File: config.mk
export PLATFORM = sky130hd
export DESIGN_NAME = lpf_interp_flat
export DESIGN_NICKNAME = d
export VERILOG_FILES = /design/src/rtl/lpf_interp_if.sv /design/src/rtl/lpf_interp.sv /design/src/flat_wrapper.sv
export SDC_FILE = /design/constraint.sdc
export NUM_CORES = 1
export LEC_CHECK = 0
export CAP_MARGIN = 20
export CORE_AREA = 4 4 161 163
export DETAILED_ROUTE_END_ITERATION = 12
export DIE_AREA = 0 0 165 167
export GPL_TIMING_DRIVEN = 0
export PLACE_DENSITY = 0.72
export SKIP_CTS_REPAIR_TIMING = 1
export SYNTH_ARGS = -nofsm -noshare
export SYNTH_HDL_FRONTEND = slang
export SYNTH_SLANG_ARGS = --single-unit
File: constraint.sdc
create_clock -name CLK -period 16 [get_ports CLK]
set_input_delay 3.2 -clock CLK [delete_from_list [all_inputs] [get_ports CLK]]
set_output_delay 3.2 -clock CLK [all_outputs]
set_load 0.005 [all_outputs]
File: src/rtl/lpf_interp_if.sv
// Sample-side handshake and output-side strobe bundle of the interpolating low-pass stage.
// The master side drives samples and the CE tick; the slave side is the interpolator.
interface lpf_interp_if #(
  parameter int MSB = 15
) ();
  logic              CE;
  logic              ENABLE;
  logic signed [MSB:0] IDATA;
  logic              IVALID;
  logic              IREADY;
  logic signed [MSB:0] ODATA;
  logic              OSTB;
  logic              UFLOW;

  modport master (
    output CE, ENABLE, IDATA, IVALID,
    input  IREADY, ODATA, OSTB, UFLOW
  );

  modport slave (
    input  CE, ENABLE, IDATA, IVALID,
    output IREADY, ODATA, OSTB, UFLOW
  );
endinterface

File: src/rtl/lpf_interp.sv
// Interpolating low-pass stage: 2-entry sample FIFO feeding a linear ramp that walks
// from the previous target to the next one in RATIO CE steps.
module lpf_interp #(
  parameter int MSB   = 15,
  parameter int RATIO = 72,
  parameter int FRAC  = 16
) (
  input  logic         CLK,
  input  logic         RESET,
  lpf_interp_if.slave  io
);
  localparam int ACC_W = MSB + FRAC + 3;
  localparam int PW    = $clog2(RATIO);
  localparam int unsigned RECIP_I = ((32'd1 << FRAC) + RATIO / 2) / RATIO;
  localparam logic [FRAC:0] RECIP = RECIP_I[FRAC:0];
  localparam logic [PW-1:0] LAST  = PW'(RATIO - 1);

  logic [PW-1:0]          phase_q, phase_d;
  logic signed [MSB:0]    cur_q, cur_d;
  logic signed [ACC_W-1:0] step_q, step_d;
  logic signed [ACC_W-1:0] acc_q, acc_d;
  logic [1:0]             count_q, count_d;
  logic                   wr_ptr_q, wr_ptr_d;
  logic                   rd_ptr_q, rd_ptr_d;
  logic signed [MSB:0]    odata_q, odata_d;
  logic                   ostb_q, ostb_d;
  logic                   uflow_q, uflow_d;

  logic                   ready;
  logic                   push;
  logic                   pop;
  logic signed [MSB:0]    head;
  logic signed [MSB+1:0]  diff;
  logic signed [ACC_W-1:0] diff_ext;
  logic signed [ACC_W-1:0] recip_ext;
  logic signed [ACC_W-1:0] cur_ext;

  assign ready = (count_q != 2'd2) && !RESET;
  assign push  = io.IVALID && ready;
  assign pop   = io.CE && (phase_q == LAST) && (count_q != 2'd0);

  // FIFO storage: each slot loads only when the write pointer selects it.
  for (genvar gi = 0; gi < 2; gi++) begin : g_ent
    logic signed [MSB:0] ent_q, ent_d;

    always_comb begin
      ent_d = ent_q;
      if (push && (wr_ptr_q == 1'(gi))) begin
        ent_d = io.IDATA;
      end
    end

    always_ff @(posedge CLK) begin
      ent_q <= ent_d;
    end
  end

  assign head      = rd_ptr_q ? g_ent[1].ent_q : g_ent[0].ent_q;
  assign diff      = {head[MSB], head} - {cur_q[MSB], cur_q};
  assign diff_ext  = {{(ACC_W-MSB-2){diff[MSB+1]}}, diff};
  assign recip_ext = {{(ACC_W-FRAC-1){1'b0}}, RECIP};
  assign cur_ext   = {{(FRAC+2){cur_q[MSB]}}, cur_q};

  always_comb begin
    phase_d  = phase_q;
    cur_d    = cur_q;
    step_d   = step_q;
    acc_d    = acc_q;
    odata_d  = odata_q;
    ostb_d   = 1'b0;
    uflow_d  = 1'b0;
    wr_ptr_d = wr_ptr_q ^ push;
    rd_ptr_d = rd_ptr_q ^ pop;
    count_d  = count_q + {1'b0, push} - {1'b0, pop};

    if (io.CE) begin
      if (phase_q == LAST) begin
        // The outgoing target is the new ramp origin, so the ramp restarts exactly on it
        // and no rounding error survives a frame boundary.
        phase_d = '0;
        acc_d   = cur_ext << FRAC;
        if (pop) begin
          cur_d  = head;
          step_d = diff_ext * recip_ext;
        end else begin
          step_d  = '0;
          uflow_d = 1'b1;
        end
      end else begin
        phase_d = phase_q + PW'(1);
        acc_d   = acc_q + step_q;
      end
      odata_d = io.ENABLE ? acc_d[MSB+FRAC:FRAC] : cur_d;
      ostb_d  = 1'b1;
    end
  end

  always_ff @(posedge CLK) begin
    if (RESET) begin
      phase_q  <= LAST;
      cur_q    <= '0;
      step_q   <= '0;
      acc_q    <= '0;
      count_q  <= '0;
      wr_ptr_q <= 1'b0;
      rd_ptr_q <= 1'b0;
      odata_q  <= '0;
      ostb_q   <= 1'b0;
      uflow_q  <= 1'b0;
    end else begin
      phase_q  <= phase_d;
      cur_q    <= cur_d;
      step_q   <= step_d;
      acc_q    <= acc_d;
      count_q  <= count_d;
      wr_ptr_q <= wr_ptr_d;
      rd_ptr_q <= rd_ptr_d;
      odata_q  <= odata_d;
      ostb_q   <= ostb_d;
      uflow_q  <= uflow_d;
    end
  end

  assign io.IREADY = ready;
  assign io.ODATA  = odata_q;
  assign io.OSTB   = ostb_q;
  assign io.UFLOW  = uflow_q;
endmodule

File: src/flat_wrapper.sv
// flat-port wrapper written by rule: the top's interface ports become plain ports
module lpf_interp_flat 
#(
  parameter int MSB   = 15,
  parameter int RATIO = 72,
  parameter int FRAC  = 16
)
  (CLK, RESET, io_CE, io_ENABLE, io_IDATA, io_IVALID, io_IREADY, io_ODATA, io_OSTB, io_UFLOW);
  lpf_interp_if #(.MSB(MSB)) io_i ();
  input  logic CLK;
  input  logic RESET;
  input wire logic [$bits(io_i.CE)-1:0] io_CE;
  input wire logic [$bits(io_i.ENABLE)-1:0] io_ENABLE;
  input wire logic [$bits(io_i.IDATA)-1:0] io_IDATA;
  input wire logic [$bits(io_i.IVALID)-1:0] io_IVALID;
  output wire logic [$bits(io_i.IREADY)-1:0] io_IREADY;
  output wire logic [$bits(io_i.ODATA)-1:0] io_ODATA;
  output wire logic [$bits(io_i.OSTB)-1:0] io_OSTB;
  output wire logic [$bits(io_i.UFLOW)-1:0] io_UFLOW;
  assign io_i.CE = io_CE;
  assign io_i.ENABLE = io_ENABLE;
  assign io_i.IDATA = io_IDATA;
  assign io_i.IVALID = io_IVALID;
  assign io_IREADY = io_i.IREADY;
  assign io_ODATA = io_i.ODATA;
  assign io_OSTB = io_i.OSTB;
  assign io_UFLOW = io_i.UFLOW;
  lpf_interp #(.MSB(MSB), .RATIO(RATIO), .FRAC(FRAC)) u_core (.CLK(CLK), .RESET(RESET), .io(io_i));
endmodule
==> metrics.yaml <==
setup_path:
  cp_num_buf_inv: 5
  critPathSlowestCell: "xnor2_1"
  critical-path-top-delay-family: "adder cells"
  rrSetupSlack_ns: 7.26
  arrival_ns: 9.04
  cp-startpoint: "u_core.rd_ptr_q"
  reg2reg_to: "u_core.step_q[32]"
  critPathMaxStageDelay_ns: 0.83
  timing.rr.start: "u_core.rd_ptr_q"
  cp_max_fo: 10
  rr_worst_depth: 28
  start_kind: "flop"
  endpoint_kind: "flop"
  required_ns: 16.30
  critPathKind: "flop to flop"
sta:
  min_period_ns: 8.736
  maxSlewHeadroom: 0.2938
  setup_viol: 0
  skew_ns: 0.01058
  fin_tns_setup_ns: 0
  rsz0062_at_grt: "no"
  max_freq_mhz: 114.5
  fin_crit_sh: 0.5460
  worstMarginPinSlew_ns: 1.052
  slew_viol_final: 0
  hold_violations: 0
  holdWs_ns: 0.4587
layout:
  antennaDiodeCount: 0
  postLayoutCoreUtil: 0.5082
  drive_above_1_share: 0.05517
  multi_input_area_mm2: 0.006989
  seq_area_mm2: 0.003023
  nFillCells: 2279
  fin_area_mm2: 0.01236
  area_growth_pct: 12.92
  final_nets: 1488
min_path:
  min-delay-start: "u_core.count_q[0]"
  holdPathEnd: "u_core.io.UFLOW"
  hp-class: "flop to flop"
  whs_path_depth: 1
die:
  fp.dieH_um: 167
  ios: 40
  die_area_mm2: 0.02756
  initial_core_util: 0.4500
  core_mm2: 0.02432
  die_w_um: 165
  placementRows: 57
global_route:
  grt_use_met3: 0.03782
  grt_pass1_vias: 8875
  antenna_found_initial: 0
  grt_start_max_net_pins: 17
  grt.overflow.total: 0
  grt_first_pass_wirelength_um: 46350
  grtUsageMet1: 0.2886
  top_usage_layer: "met2"
  met2_usage: 0.3430
  grt_util_all_layers: 0.2110
logic_synthesis:
  synth_commonest_cells: "inv_1, ha_1, nor2_1"
  avgSynthCellArea_um2: 8.862
  synthTopCellsByArea: "dfxtp_1, ha_1, fa_1"
  yosysMostFrequentCell: "inv_1"
  synth_top_family_by_area: "adder cells"
  synth_seq_cells: 135
  synth_top_area_share: 0.1884
  synth_nets: 1430
  synth_area_mm2: 0.01094
  synth_xor_xnor_area_share: 0.06082
  synthMuxAreaShare: 0.01875
  async_reset_ff_frac: 0
  yosys.area_share.simple: 0.1335
  yosysWarningCount: 0
  synth_top_area_cell: "dfxtp_1"
  ys.flop_type: "dfxtp_1"
  synth_cell_type_count: 81
  synth_edf_count: 32
  synth_compound_area_frac: 0.1861
  synth_adder_area_share: 0.2394
  syn_inst: 1235
  synth_seq_area_share: 0.2762
placement:
  hpwl_um: 22410
  place_congestion: 0.9771
  dpl_cell_area_mm2: 0.01173
  port_buffers: 38
drt:
  vias_per_cell: 5.457
  wl_per_cell_um: 17.38
  final_antenna_net_count: 0
  wl_um: 28310
  num_vias: 8890
  first_pass_iters: 6
  drt_iter0_drc: 838
  drc: 0
clocking:
  cts_tree: "built"
  clock_latency_ns: 0.43
  cts-root-buf: "clkbuf_16"
  numCtsBuffers: 17
  clk_pin_slew_ns: 0.06
  clock_sinks: 135
  clk_path_buf_depth: 2
  cts_max_level: 4
run:
  maxCapViolCount: 0
status:
  status: "finished clean"
[state kept, by name, indices dropped and copies added (netlist names), 2 cells and up]
| name | flops |
|---|---|
| u_core.g_ent.ent_q | 32 |
| u_core.acc_q | 31 |
| u_core.step_q | 27 |
| u_core.cur_q | 16 |
| u_core.io.ODATA | 16 |
| u_core.phase_q | 7 |
| u_core.count_q | 2 |
[routing by layer]
layer	share of wire	vias up	wire length [um]
met5	0	-	0
met4	0.019	0	527
met3	0.069	34	1962
met2	0.47	276	13310
met1	0.44	4204	12510
li1	-	4376	-
[final cells by class]
cell class,instances,share of cell area
Tap cell,324,0.03280
Sequential cell,135,0.2446
Timing Repair Buffer,39,0.03301
Inverter,180,0.05467
Clock inverter,5,0.004759
Multi-Input combinational cell,880,0.5656
Clock buffer,26,0.04384
Buffer,40,0.02076
[cells in the final DEF, fill, tap and decap left out, types with 5 or more instances in the layout]
master / count
clkbuf_1: 29
clkdlybuf4s50_1: 38
and3_1: 5
buf_6: 6
a22oi_1: 10
nor2_1: 104
or3_1: 10
mux2i_1: 16
o21ai_0: 60
a311oi_1: 10
nor3_1: 23
inv_1: 179
dfxtp_1: 103
xor2_1: 26
a211oi_1: 33
clkbuf_8: 10
o31ai_1: 6
nor2b_1: 6
nand4_1: 6
a221oi_1: 11
edfxtp_1: 32
a21o_1: 21
nand3_1: 17
a22o_1: 5
o211ai_1: 10
nand2b_1: 13
ha_1: 115
nand2_1: 90
fa_1: 59
xnor2_1: 50
clkbuf_16: 19
o21a_1: 6
a31oi_1: 9
o21ai_1: 8
and2_1: 7
a21oi_1: 74
[kinds of logic (layout without fill, tap and decap cells)]
kind of cell    after synthesis  after routing
flops                       135            135
compound gates              302            302
fa+ha+maj                   174            174
buf+inv                     220            290
simple gates                308            308
xor+xnor                     76             76
mux                          20             20
[metrics by stage]
step / std cells / worst slack (ns)
5_1_grt: 1629 / 6.768
3_5_place_dp: 1597 / 7.359
6_report: 1629 / 7.264
4_1_cts: 1628 / 7.262
2_1_floorplan: 1235 / 8.791
3_3_place_gp: 1597 / 7.455
[worst max-delay path by stage]
stage	end	slack (ns)	depth (start not counted)
final	u_core.step_q[32]	7.26	28
after global routing	u_core.step_q[25]	6.77	28
after CTS	u_core.step_q[32]	7.26	28
after detailed placement	u_core.step_q[32]	7.36	28
after global placement	u_core.step_q[32]	7.46	28
after floorplan	u_core.step_q[32]	8.79	29
Power is left out: the tool's default activity adds up to more than one toggle a clock period on the data nets, which glitch-free logic cannot reach.
